## src/rtl/dac_pkg.sv

```systemverilog
// Shared types and constants for the quad SPI DAC output stage:
// FSM states, frame layout and the sample-to-frame packing helper.
package dac_pkg;

  localparam logic [3:0] DAC_CMD_WRITE = 4'b0000;
  localparam int         FRAME_BITS    = 24;
  localparam int         NUM_CH        = 4;
  localparam int         HALF_PERIODS  = 2 * FRAME_BITS;

  typedef enum logic [2:0] {
    ST_IDLE,
    ST_SHIFT,
    ST_GAP,
    ST_LDAC,
    ST_DONE
  } dac_state_e;

  // Signed two's-complement sample becomes offset binary by flipping the sign bit.
  function automatic logic [FRAME_BITS-1:0] build_frame(input logic [1:0]  ch,
                                                        input logic [15:0] sample);
    return {DAC_CMD_WRITE, 2'b00, ch, sample ^ 16'h8000};
  endfunction

endpackage

```

## src/rtl/spi_frame_tx.sv

```systemverilog
// Shifts one 24-bit frame MSB first per start request; sclk idles low and
// mosi changes only on falling edges. frame_done marks the last cs_n-low cycle.
module spi_frame_tx
  import dac_pkg::*;
#(
  parameter int CLK_DIV = 2
) (
  input  logic                  clk,
  input  logic                  rst_n,
  input  logic                  start,
  input  logic [FRAME_BITS-1:0] frame,
  output logic                  sclk,
  output logic                  mosi,
  output logic                  cs_n,
  output logic                  frame_done
);

  localparam int              DIV_W    = (CLK_DIV > 1) ? $clog2(CLK_DIV) : 1;
  localparam logic [DIV_W-1:0] DIV_LAST = DIV_W'(CLK_DIV - 1);
  localparam logic [5:0]      H_LAST   = 6'(HALF_PERIODS - 1);

  logic                  active_q, active_d;
  logic [5:0]            h_q, h_d;
  logic [DIV_W-1:0]      div_q, div_d;
  logic [FRAME_BITS-1:0] shreg_q, shreg_d;
  logic                  sclk_q, sclk_d;
  logic                  mosi_q, mosi_d;
  logic                  cs_n_q, cs_n_d;
  logic                  done_q, done_d;

  always_comb begin
    active_d = active_q;
    h_d      = h_q;
    div_d    = div_q;
    shreg_d  = shreg_q;
    sclk_d   = sclk_q;
    mosi_d   = mosi_q;
    cs_n_d   = cs_n_q;
    if (!active_q) begin
      if (start) begin
        active_d = 1'b1;
        h_d      = '0;
        div_d    = '0;
        cs_n_d   = 1'b0;
        sclk_d   = 1'b0;
        mosi_d   = frame[FRAME_BITS-1];
        shreg_d  = {frame[FRAME_BITS-2:0], 1'b0};
      end
    end else if (div_q == DIV_LAST) begin
      div_d = '0;
      if (h_q == H_LAST) begin
        active_d = 1'b0;
        cs_n_d   = 1'b1;
        sclk_d   = 1'b0;
        mosi_d   = 1'b0;
      end else begin
        h_d    = h_q + 6'd1;
        sclk_d = h_d[0];
        // Even half-periods begin with a falling edge: present the next bit.
        if (!h_d[0]) begin
          mosi_d  = shreg_q[FRAME_BITS-1];
          shreg_d = {shreg_q[FRAME_BITS-2:0], 1'b0};
        end
      end
    end else begin
      div_d = div_q + DIV_W'(1);
    end
    done_d = active_d && (h_d == H_LAST) && (div_d == DIV_LAST);
  end

  always_ff @(posedge clk or negedge rst_n) begin
    if (!rst_n) begin
      active_q <= 1'b0;
      h_q      <= '0;
      div_q    <= '0;
      shreg_q  <= '0;
      sclk_q   <= 1'b0;
      mosi_q   <= 1'b0;
      cs_n_q   <= 1'b1;
      done_q   <= 1'b0;
    end else begin
      active_q <= active_d;
      h_q      <= h_d;
      div_q    <= div_d;
      shreg_q  <= shreg_d;
      sclk_q   <= sclk_d;
      mosi_q   <= mosi_d;
      cs_n_q   <= cs_n_d;
      done_q   <= done_d;
    end
  end

  assign sclk       = sclk_q;
  assign mosi       = mosi_q;
  assign cs_n       = cs_n_q;
  assign frame_done = done_q;

endmodule

```

## src/rtl/dac_quad_spi.sv

```systemverilog
// Latches four channel samples on load, sends them as four SPI frames
// separated by gaps, then pulses LDAC so all DAC outputs update together.
module dac_quad_spi
  import dac_pkg::*;
#(
  parameter int CLK_DIV = 2,
  parameter int LDAC_W  = 2
) (
  input  logic        clk,
  input  logic        rst,
  input  logic [15:0] din1,
  input  logic [15:0] din2,
  input  logic [15:0] din3,
  input  logic [15:0] din4,
  input  logic        load,
  output logic        sclk,
  output logic        mosi,
  output logic        cs_n,
  output logic        ldac_n,
  output logic        busy,
  output logic        done,
  output logic        overrun
);

  localparam int               GAP_W     = $clog2(2 * CLK_DIV);
  localparam logic [GAP_W-1:0] GAP_LAST  = GAP_W'(2 * CLK_DIV - 1);
  localparam int               LDAC_CW   = (LDAC_W > 1) ? $clog2(LDAC_W) : 1;
  localparam logic [LDAC_CW-1:0] LDAC_LAST = LDAC_CW'(LDAC_W - 1);
  localparam logic [1:0]       CH_LAST   = 2'(NUM_CH - 1);

  dac_state_e           state_q;
  logic [1:0]           ch_q;
  logic [15:0]          samples_q [NUM_CH];
  logic [GAP_W-1:0]     gap_cnt_q;
  logic [LDAC_CW-1:0]   ldac_cnt_q;
  logic                 busy_q;
  logic                 done_q;
  logic                 overrun_q;
  logic                 ldac_n_q;

  logic                  accept;
  logic                  tx_start;
  logic [1:0]            tx_ch;
  logic [15:0]           tx_sample;
  logic [FRAME_BITS-1:0] tx_frame;
  logic                  tx_done;

  // Frame 0 is built straight from din so mosi carries bit 23 one cycle after load.
  always_comb begin
    accept    = load && ((state_q == ST_IDLE) || (state_q == ST_DONE));
    tx_start  = 1'b0;
    tx_ch     = ch_q + 2'd1;
    tx_sample = samples_q[tx_ch];
    if (accept) begin
      tx_start  = 1'b1;
      tx_ch     = 2'd0;
      tx_sample = din1;
    end else if ((state_q == ST_GAP) && (gap_cnt_q == '0) && (ch_q != CH_LAST)) begin
      tx_start = 1'b1;
    end
    tx_frame = build_frame(tx_ch, tx_sample);
  end

  spi_frame_tx #(
    .CLK_DIV (CLK_DIV)
  ) u_tx (
    .clk        (clk),
    .rst_n      (rst),
    .start      (tx_start),
    .frame      (tx_frame),
    .sclk       (sclk),
    .mosi       (mosi),
    .cs_n       (cs_n),
    .frame_done (tx_done)
  );

  always_ff @(posedge clk or negedge rst) begin
    if (!rst) begin
      state_q    <= ST_IDLE;
      ch_q       <= '0;
      for (int i = 0; i < NUM_CH; i++) samples_q[i] <= '0;
      gap_cnt_q  <= '0;
      ldac_cnt_q <= '0;
      busy_q     <= 1'b0;
      done_q     <= 1'b0;
      overrun_q  <= 1'b0;
      ldac_n_q   <= 1'b1;
    end else begin
      done_q    <= 1'b0;
      overrun_q <= load && busy_q;
      case (state_q)
        ST_IDLE, ST_DONE: begin
          state_q <= ST_IDLE;
          busy_q  <= 1'b0;
          if (load) begin
            samples_q[0] <= din1;
            samples_q[1] <= din2;
            samples_q[2] <= din3;
            samples_q[3] <= din4;
            ch_q         <= '0;
            busy_q       <= 1'b1;
            state_q      <= ST_SHIFT;
          end
        end
        ST_SHIFT: begin
          if (tx_done) begin
            gap_cnt_q <= GAP_LAST;
            state_q   <= ST_GAP;
          end
        end
        ST_GAP: begin
          if (gap_cnt_q == '0) begin
            if (ch_q == CH_LAST) begin
              ldac_n_q   <= 1'b0;
              ldac_cnt_q <= LDAC_LAST;
              state_q    <= ST_LDAC;
            end else begin
              ch_q    <= ch_q + 2'd1;
              state_q <= ST_SHIFT;
            end
          end else begin
            gap_cnt_q <= gap_cnt_q - GAP_W'(1);
          end
        end
        ST_LDAC: begin
          if (ldac_cnt_q == '0) begin
            ldac_n_q <= 1'b1;
            busy_q   <= 1'b0;
            done_q   <= 1'b1;
            state_q  <= ST_DONE;
          end else begin
            ldac_cnt_q <= ldac_cnt_q - LDAC_CW'(1);
          end
        end
        default: state_q <= ST_IDLE;
      endcase
    end
  end

  assign ldac_n  = ldac_n_q;
  assign busy    = busy_q;
  assign done    = done_q;
  assign overrun = overrun_q;

endmodule
```

## config.mk

```make
export PLATFORM = sky130hd
export DESIGN_NAME = dac_quad_spi
export DESIGN_NICKNAME = d
export VERILOG_FILES = /design/src/rtl/dac_pkg.sv /design/src/rtl/spi_frame_tx.sv /design/src/rtl/dac_quad_spi.sv
export SDC_FILE = /design/constraint.sdc
export NUM_CORES = 1
export LEC_CHECK = 0
export BUFFER_PORTS_ARGS = -buffer_cell sky130_fd_sc_hd__buf_2
export CORE_ASPECT_RATIO = 2
export CORE_UTILIZATION = 30
export DETAILED_ROUTE_END_ITERATION = 8
export SKIP_CTS_REPAIR_TIMING = 1
export SLEW_MARGIN = 20
export SYNTH_ARGS = -nofsm -noshare
export SYNTH_HDL_FRONTEND = slang
export SYNTH_HIERARCHICAL = 1
export SYNTH_SLANG_ARGS = --single-unit
```

## constraint.sdc

```tcl
create_clock -name clk -period 2.7 [get_ports clk]
set_input_delay 0 -clock clk [delete_from_list [all_inputs] [get_ports clk]]
set_output_delay 0 -clock clk [all_outputs]
set_load 0.02 [all_outputs]
```

==> results of run 1 <==
-- routing by layer --
layer,GRT usage,part of all wire,vias up,wire length (um)
met5,0,0,-,0
met1,0.1538,0.40,1985,5129
met2,0.2294,0.55,63,6959
met4,0.06335,0.029,0,371
li1,-,-,2072,-
met3,0.01630,0.018,22,227
-- cell usage in the layout (no fill, tap or decap), types with 4 or more instances in the layout --
cell type / count
a21oi_1: 4
a31oi_1: 4
buf_2: 72
buf_4: 9
clkbuf_16: 9
conb_1: 6
dfrtp_1: 109
dlygate4sd3_1: 66
ha_1: 4
inv_1: 11
mux2_2: 25
mux2_4: 19
mux4_1: 9
mux4_2: 7
nand2_1: 238
nand3_1: 8
nor2_1: 11
nor3_1: 7
o21ai_0: 18
-- metrics by stage --
stage                     setup WS (ns)  area, sq um    util  hold WS [ns]  instances
final                            0.2977         7027  0.3951        0.2436        899
after global routing            0.02460         7027  0.3951        0.3205        899
after CTS                        0.2240         6350  0.3570       -0.2499        832
after detailed placement         0.2485         6050  0.3402        0.1232        816
after global placement           0.3182         6050  0.3402        0.1323        816
after floorplan                  0.6710         5484       -       -0.2956        549
-- power by group through the flow --
stage,sequential (mW),combinational [mW],clock (mW)
floorplan,1.70,0.00330,0
global placement,1.70,0.0941,0
global route,1.66,0.184,1.46
detailed placement,1.70,0.0943,0
CTS,1.66,0.0944,1.38
finish,1.66,0.167,1.34
-- synth_stat cells, drive strengths merged, types with 7 or more instances --
master	count	share of area
clkbuf	7	0.0048
nand3	8	0.0073
nor3	7	0.0064
inv	12	0.0082
dfrtp	109	0.50
buf	22	0.027
o21ai	20	0.022
nor2	11	0.0076
mux2	44	0.10
nand2	239	0.16
mux4	16	0.072
-- kinds of logic (layout without fill, tap and decap cells) --
kind of cell,after synthesis,after routing,share of synthesized area
compound gates,42,43,0.05174
flops,111,111,0.5087
simple gates,284,284,0.2122
fa+ha+maj,4,4,0.009158
buf+inv,41,177,0.03984
other cells,1,6,0.0006862
mux,61,61,0.1777
-- flip-flops by register name, indices dropped and copies added (netlist names), 2 cells and up --
register,flops
samples_q,64
ch_q,2
u_tx/h_q,6
gap_cnt_q,2
u_tx/shreg_q,23
state_q,3
-- path summary, 6_finish.rpt --
path                                     to  depth (start not counted)          start
setup / recovery           u_tx/shreg_q[23]                          8   gap_cnt_q[0]
min in group clk               samples_q[7]                          4        din4[7]
setup reg to reg           u_tx/shreg_q[23]                          8   gap_cnt_q[0]
hold reg to reg               samples_q[32]                          2  samples_q[32]
max in group asynchronous       u_tx/h_q[3]                          3            rst
hold / removal                samples_q[28]                          3            rst
-- final cells by class --
type | instances | area (sq um)
inverter | 12 | 45.04
fill | 1738 | 10760
clock inverter | 5 | 57.56
timing repair buffer | 149 | 1129
sequential | 111 | 2780
tap | 213 | 266.5
multi-input combinational | 398 | 2506
clock buffer | 11 | 242.7
-- worst max-delay path: stages (launching register included) --
cell and delay, ns:
dfrtp_1 0.38, inv_1 0.10, ha_1 0.25, nor2b_1 0.19, nand4_1 0.21, nand2_1 0.25, nand2b_1 0.23, o21ai_4 0.28
mux2_2 0.39
==> results.sh, run 1 <==
export IMPL_cts_tree="built"
export IMPL_routed_wl_mm=12.69
export IMPL_worst_slew_pin_slew_ns=0.6336
export IMPL_start_kind="register"
export IMPL_fin_crit_sh=0.8897
export IMPL_max_slew_margin=0.5776
export IMPL_async_flop_share=1.000
export IMPL_dpl_hpwl_mm=8.137
export IMPL_clock_sinks=111
export IMPL_hold_path_class="in -> async"
export IMPL_switching_share=0.2097
export IMPL_seqPwrFrac=0.524
export IMPL_cts_made_buffers=9
export IMPL_drt_iter0_markers=232
export IMPL_fmax_mhz=416.3
export IMPL_ir_worst_vdd_uv=318.5
export IMPL_via_count=4142
export IMPL_finalSetupViolCount=0
export IMPL_die_h_um=192.9
export IMPL_worstPathArrival_ns=2.63
export IMPL_end_kind="register"
export IMPL_yosysSeqAreaShare=0.5087
export IMPL_h_tree_depth=3
export IMPL_core_area_sq_um=17780
export IMPL_grt_overflow_total=0
export IMPL_ant_nets=0
export IMPL_p_clk_frac=0.423
export IMPL_die_w_um=97.44
export IMPL_syn_area_sq_um=5465
export IMPL_path_class="reg -> reg"
export IMPL_ys_types=46
export IMPL_io_buffers=73
export IMPL_fp_row_count=69
export IMPL_skew_ns=0.009072
export IMPL_crit_path_max_fanout=12
export IMPL_area_growth_pct=28.57
export IMPL_grtUsageTotal=0.1295
export IMPL_cap_viol_max_count=0
export IMPL_root_buffer="clkbuf_16"
export IMPL_switching_power_mw=0.6657
export IMPL_grt_pass1_wl_mm=19.27
export IMPL_grt_pass1_vias=3895
export IMPL_num_antenna_cells=0
export IMPL_antenna_found_initial=0
export IMPL_clk_path_buf_depth=2
export IMPL_post_route_drc_count=0
export IMPL_p_leak_nw=3.682
export IMPL_ys_seq_elements=111
export IMPL_clkLatencyLatePin_ns=0.35
export IMPL_firstDrtPassIters=5
export IMPL_power_mw=3.175
export IMPL_syn_inst=544
export IMPL_hold_viol_final=0
export IMPL_setup_total_negative_slack_ns=0
export IMPL_synth_ff_type="dfrtp_1"
export IMPL_reg2reg_slack_ns=0.30
export IMPL_place_congestion=0.8134
export IMPL_ys_warn_count=6
export IMPL_crit_required_ns=2.93
export IMPL_initial_core_util=0.3073
export IMPL_synth_area_per_cell_sq_um=10.05
export IMPL_drive_gt1_frac=0.2332
export IMPL_power_internal_mw=2.509
export IMPL_wl_per_cell_um=14.11
export IMPL_powerDensity_nw_per_um2=451.8
export IMPL_status="completed"
export IMPL_cts_clk_slew_worst_paths_ns=0.08
export IMPL_ios=74
export IMPL_drv_slew=0
export IMPL_synth_edf_count=0
export IMPL_rsz0062_at_grt="no"
export IMPL_vias_per_cell=4.607
export IMPL_die_area_sq_um=18790
export IMPL_grt_max_degree=112
export IMPL_nets=752
export IMPL_power_frac_comb=0.053
export IMPL_fin_crit_ns=2.402
Power figures use the tool's default switching activity.
==> inputs of run 2 (changes only) <==
Settings changed: CORE_MARGIN set to 2.
==> results.sh, run 2 (synthesized netlist as in run 1, its figures left out) <==
export IMPL_wl_per_cell_um=14.02
export IMPL_hold_viol_final=0
export IMPL_io_buffers=73
export IMPL_drv_slew=0
export IMPL_powerDensity_nw_per_um2=442.6
export IMPL_grt_max_degree=83
export IMPL_fp_row_count=69
export IMPL_ant_nets=0
export IMPL_layout_common_cells="238 x nand2_1, 109 x dfrtp_1, 72 x buf_2"
export IMPL_p_clk_frac=0.406
export IMPL_die_w_um=99.44
export IMPL_cap_viol_max_count=0
export IMPL_vias_per_cell=4.670
export IMPL_cts_made_buffers=9
export IMPL_slowest_delay_ns=0.41
export IMPL_firstDrtPassIters=4
export IMPL_place_congestion=0.8580
export IMPL_switching_share=0.2227
export IMPL_fin_crit_ns=2.307
export IMPL_crit_required_ns=2.94
export IMPL_clkLatencyLatePin_ns=0.35
export IMPL_cts_clk_slew_worst_paths_ns=0.08
export IMPL_drive_gt1_frac=0.2295
export IMPL_max_slew_margin=0.3578
export IMPL_power_frac_comb=0.055
export IMPL_via_count=4189
export IMPL_ir_worst_vdd_uv=288.3
export IMPL_root_buffer="clkbuf_16"
export IMPL_grtUsageTotal=0.1275
export IMPL_path_class="reg -> reg"
export IMPL_ios=74
export IMPL_grt_overflow_total=0
export IMPL_h_tree_depth=3
export IMPL_die_h_um=194.9
export IMPL_antenna_found_initial=0
export IMPL_grt_pass1_vias=3994
export IMPL_critPathSlowestCell="mux2_2"
export IMPL_worstPathArrival_ns=2.55
export IMPL_crit_path_max_fanout=23
export IMPL_largest_register_ffs=64
export IMPL_fmax_mhz=433.5
export IMPL_die_area_sq_um=19380
export IMPL_clk_path_buf_depth=2
export IMPL_core_area_sq_um=17780
export IMPL_worst_slew_pin_slew_ns=0.9596
export IMPL_power_internal_mw=2.400
export IMPL_nets=750
export IMPL_seqPwrFrac=0.539
export IMPL_finalSetupViolCount=0
export IMPL_initial_core_util=0.3073
export IMPL_largest_register="samples_q"
export IMPL_routed_wl_mm=12.58
export IMPL_rsz0062_at_grt="no"
export IMPL_post_route_drc_count=0
export IMPL_switching_power_mw=0.6873
export IMPL_area_growth_pct=27.63
export IMPL_status="completed"
export IMPL_num_antenna_cells=0
export IMPL_cts_tree="built"
export IMPL_grt_pass1_wl_mm=19.91
export IMPL_setup_total_negative_slack_ns=0
export IMPL_p_leak_nw=3.658
export IMPL_fin_util=0.3922
export IMPL_fin_crit_sh=0.8544
export IMPL_path_cells="inv_1, ha_1, nor2b_1, nand4_1, nand2_1, nand2b_1, o21ai_4, mux2_2"
export IMPL_top_regs="samples_q (64), u_tx/shreg_q (23), u_tx/h_q (6)"
export IMPL_hold_path_class="in -> async"
export IMPL_layout_commonest_cell="nand2_1"
export IMPL_start_kind="register"
export IMPL_end_kind="register"
export IMPL_drt_iter0_markers=167
export IMPL_skew_ns=0.009514
export IMPL_clock_sinks=111
export IMPL_dpl_hpwl_mm=8.294
-- run 2: power groups by stage --
| stage | Combinational, mW | Sequential (mW) | Clock [mW] |
|---|---|---|---|
| 6_report | 0.169 | 1.66 | 1.25 |
| 5_1_grt | 0.186 | 1.66 | 1.37 |
| 4_1_cts | 0.0958 | 1.66 | 1.30 |
| 3_5_place_dp | 0.0955 | 1.70 | 0 |
| 3_3_place_gp | 0.0955 | 1.70 | 0 |
| 2_1_floorplan | 0.00330 | 1.70 | 0 |
-- run 2: final timing paths --
check	startpoint	endpoint	slack (ns)	cells after the start
max	gap_cnt_q[0]	u_tx/shreg_q[3]	0.39	8
min	rst	samples_q[30]	0.22	2
max reg2reg	gap_cnt_q[0]	u_tx/shreg_q[3]	0.39	8
min reg2reg	samples_q[41]	samples_q[41]	0.47	2
max in group asynchronous	rst	samples_q[36]	1.74	3
min in group clk	din4[10]	samples_q[10]	0.37	4
-- run 2: final cells by class --
class                           instances  area (sq um)
Clock inverter                          5         40.04
Tap cell                              213         266.5
Timing Repair Buffer                  148          1121
Clock buffer                           11         232.7
Sequential cell                       111          2780
Multi-Input combinational cell        397          2490
Fill cell                            1763         10810
Inverter                               12         45.04
-- run 2: layer usage --
metal / vias up / track usage / share of wire
met2: 85 / 0.2200 / 0.54
li1: 2064 / - / -
met5: - / 0 / 0
met1: 2006 / 0.1564 / 0.40
met3: 34 / 0.01870 / 0.025
met4: 0 / 0.05429 / 0.035
-- run 2: per-stage QoR --
step,power (mW),cell area (sq um),hold slack (ns),setup WS [ns],std cells
detailed placement,1.792,6042,0.07072,0.3635,815
CTS,3.058,6315,-0.3099,0.3530,831
global route,3.224,6975,0.2666,0.1358,897
finish,3.087,6975,0.2200,0.3931,897
floorplan,1.702,5484,-0.2956,0.6710,549
global placement,1.792,6042,0.07517,0.3957,815
-- run 2: critical path, delay by kind of cell, from the launching register on --
family          cells  cell delay (ns)
flops               1             0.38
fa+ha+maj           1             0.25
buf+inv             1             0.09
compound gates      1             0.37
mux                 1             0.41
simple gates        4             0.69
==> inputs of run 3 (changes only) <==
Settings changed: CORE_UTILIZATION 30 to 55, PLACE_DENSITY set to 0.77.
==> results.sh, run 3 (synthesized netlist as in run 1, its figures left out) <==
export IMPL_dp_slack_ns=0.2948
export IMPL_top_regs="samples_q (64), u_tx/shreg_q (23), u_tx/h_q (6)"
export IMPL_power_frac_comb=0.056
export IMPL_ir_worst_vdd_uv=433.1
export IMPL_rsz0062_at_grt="no"
export IMPL_path_cells="inv_1, ha_1, nor2b_1, nand4_1, nand2_1, nand2b_1, o21ai_4, mux2_2"
export IMPL_core_area_sq_um=9699
export IMPL_grt_pass1_wl_mm=19.35
export IMPL_r2r_end="u_tx/shreg_q[23]"
export IMPL_h_tree_depth=3
export IMPL_layout_cells_non_filler=815
export IMPL_cts_made_buffers=9
export IMPL_fin_crit_sh=0.9074
export IMPL_slowest_delay_ns=0.42
export IMPL_dpl_hpwl_mm=7.797
export IMPL_p_clk_frac=0.401
export IMPL_powerDensity_nw_per_um2=446.1
export IMPL_clk_path_buf_depth=2
export IMPL_final_area_sq_um=6860
export IMPL_skew_ns=0.006992
export IMPL_root_buffer="clkbuf_16"
export IMPL_p_leak_nw=3.651
export IMPL_critPathSlowestCell="mux2_2"
export IMPL_die_area_sq_um=10800
export IMPL_worstPathArrival_ns=2.69
export IMPL_grt_overflow_total=0
export IMPL_initial_core_util=0.5635
export IMPL_reg2reg_slack_ns=0.25
export IMPL_fin_util=0.7073
export IMPL_place_congestion=0.8553
export IMPL_drv_slew=0
export IMPL_switching_power_mw=0.6742
export IMPL_hold_path_class="in -> async"
export IMPL_fmax_mhz=408.2
export IMPL_setup_total_negative_slack_ns=0
export IMPL_vias_per_cell=5.400
export IMPL_fin_crit_ns=2.450
export IMPL_largest_register="samples_q"
export IMPL_finalSetupViolCount=0
export IMPL_layout_commonest_cell="nand2_1"
export IMPL_setup_slack_ns=0.2501
export IMPL_wl_per_cell_um=15.88
export IMPL_via_count=4401
export IMPL_num_antenna_cells=0
export IMPL_io_buffers=73
export IMPL_switching_share=0.2203
export IMPL_clock_sinks=111
export IMPL_max_slew_margin=0.3381
export IMPL_ios=74
export IMPL_power_internal_mw=2.386
export IMPL_crit_path_max_fanout=23
export IMPL_grt_max_degree=83
export IMPL_drt_iter0_markers=338
export IMPL_largest_register_ffs=64
export IMPL_hold_viol_final=0
export IMPL_r2r_cells=8
export IMPL_cap_viol_max_count=0
export IMPL_area_growth_pct=25.53
export IMPL_cts_clk_slew_worst_paths_ns=0.07
export IMPL_die_w_um=74.49
export IMPL_r2r_start="gap_cnt_q[0]"
export IMPL_grt_pass1_vias=4060
export IMPL_post_route_drc_count=0
export IMPL_end_kind="register"
export IMPL_grtUsageTotal=0.2298
export IMPL_fp_row_count=51
export IMPL_drive_gt1_frac=0.2299
export IMPL_startpoint="gap_cnt_q[0]"
export IMPL_dp_cells=733
export IMPL_die_h_um=145.0
export IMPL_layout_common_cells="238 x nand2_1, 109 x dfrtp_1, 72 x buf_2"
export IMPL_clkLatencyLatePin_ns=0.35
export IMPL_ant_nets=0
export IMPL_path_class="reg -> reg"
export IMPL_worst_slew_pin_slew_ns=0.9890
export IMPL_status="completed"
export IMPL_seqPwrFrac=0.544
export IMPL_nets=749
export IMPL_cts_tree="built"
export IMPL_crit_required_ns=2.94
export IMPL_start_kind="register"
export IMPL_antenna_found_initial=0
export IMPL_dpl_cell_area_sq_um=5933
export IMPL_routed_wl_mm=12.94
export IMPL_firstDrtPassIters=4
run 3: changes by cell type in the layout (fill, tap and decap cells not counted):
| cell | before | now |
|---|---|---|
| clkinv_2 | 0 | 3 |
| inv_6 | 2 | 0 |
| buf_4 | 8 | 7 |
| clkbuf_1 | 2 | 1 |
run 3: power by group through the flow:
stage | Clock, mW | Sequential, mW | Combinational [mW]
after detailed placement | 0 | 1.70 | 0.0929
after floorplan | 0 | 1.70 | 0.00330
after global routing | 1.32 | 1.66 | 0.187
final | 1.23 | 1.66 | 0.170
after CTS | 1.24 | 1.66 | 0.0937
after global placement | 0 | 1.70 | 0.0915
run 3: worst max-delay path, delay by kind of cell, from the launching register on:
kind	cells	cell delay [ns]
AO/OA/AOI/OAI	1	0.39
AND/OR/NAND/NOR	4	0.78
flip-flops	1	0.38
buffers and inverters	1	0.10
adder cells (fa/ha/maj)	1	0.25
multiplexers	1	0.42
run 3: how the worst max path moves through the flow:
stage	cells past startpoint	slack (ns)	to
after floorplan	8	0.67	u_tx/shreg_q[3]
after global placement	8	0.37	u_tx/shreg_q[23]
after detailed placement	8	0.29	u_tx/shreg_q[23]
after CTS	8	0.28	u_tx/shreg_q[2]
after global routing	8	0.06	u_tx/shreg_q[3]
final	8	0.25	u_tx/shreg_q[23]
run 3: per-stage QoR:
stage          hold slack (ns)  total power, mW
3_3_place_gp           0.02674            1.788
3_5_place_dp           0.04353            1.789
4_1_cts                -0.3325            3.001
6_report                0.1917            3.061
5_1_grt                 0.2543            3.171
2_1_floorplan          -0.2956            1.702
run 3: final cells by class:
| class | instances | area [sq um] |
|---|---|---|
| clock buffers | 10 | 229.0 |
| well taps | 132 | 165.2 |
| flip-flops and latches | 111 | 2780 |
| inverters | 12 | 45.04 |
| repair buffers | 147 | 1114 |
| multi-input cells | 397 | 2490 |
| fillers | 665 | 2839 |
| clock inverters | 6 | 37.54 |
run 3: per-layer routing:
layer | GRT usage | wire [um] | vias to the layer above
li1 | - | - | 2063
met1 | 0.3085 | 4980 | 2156
met2 | 0.3628 | 7069 | 153
met3 | 0.03958 | 533 | 29
met4 | 0.09821 | 354 | 0
met5 | 0 | 0 | -
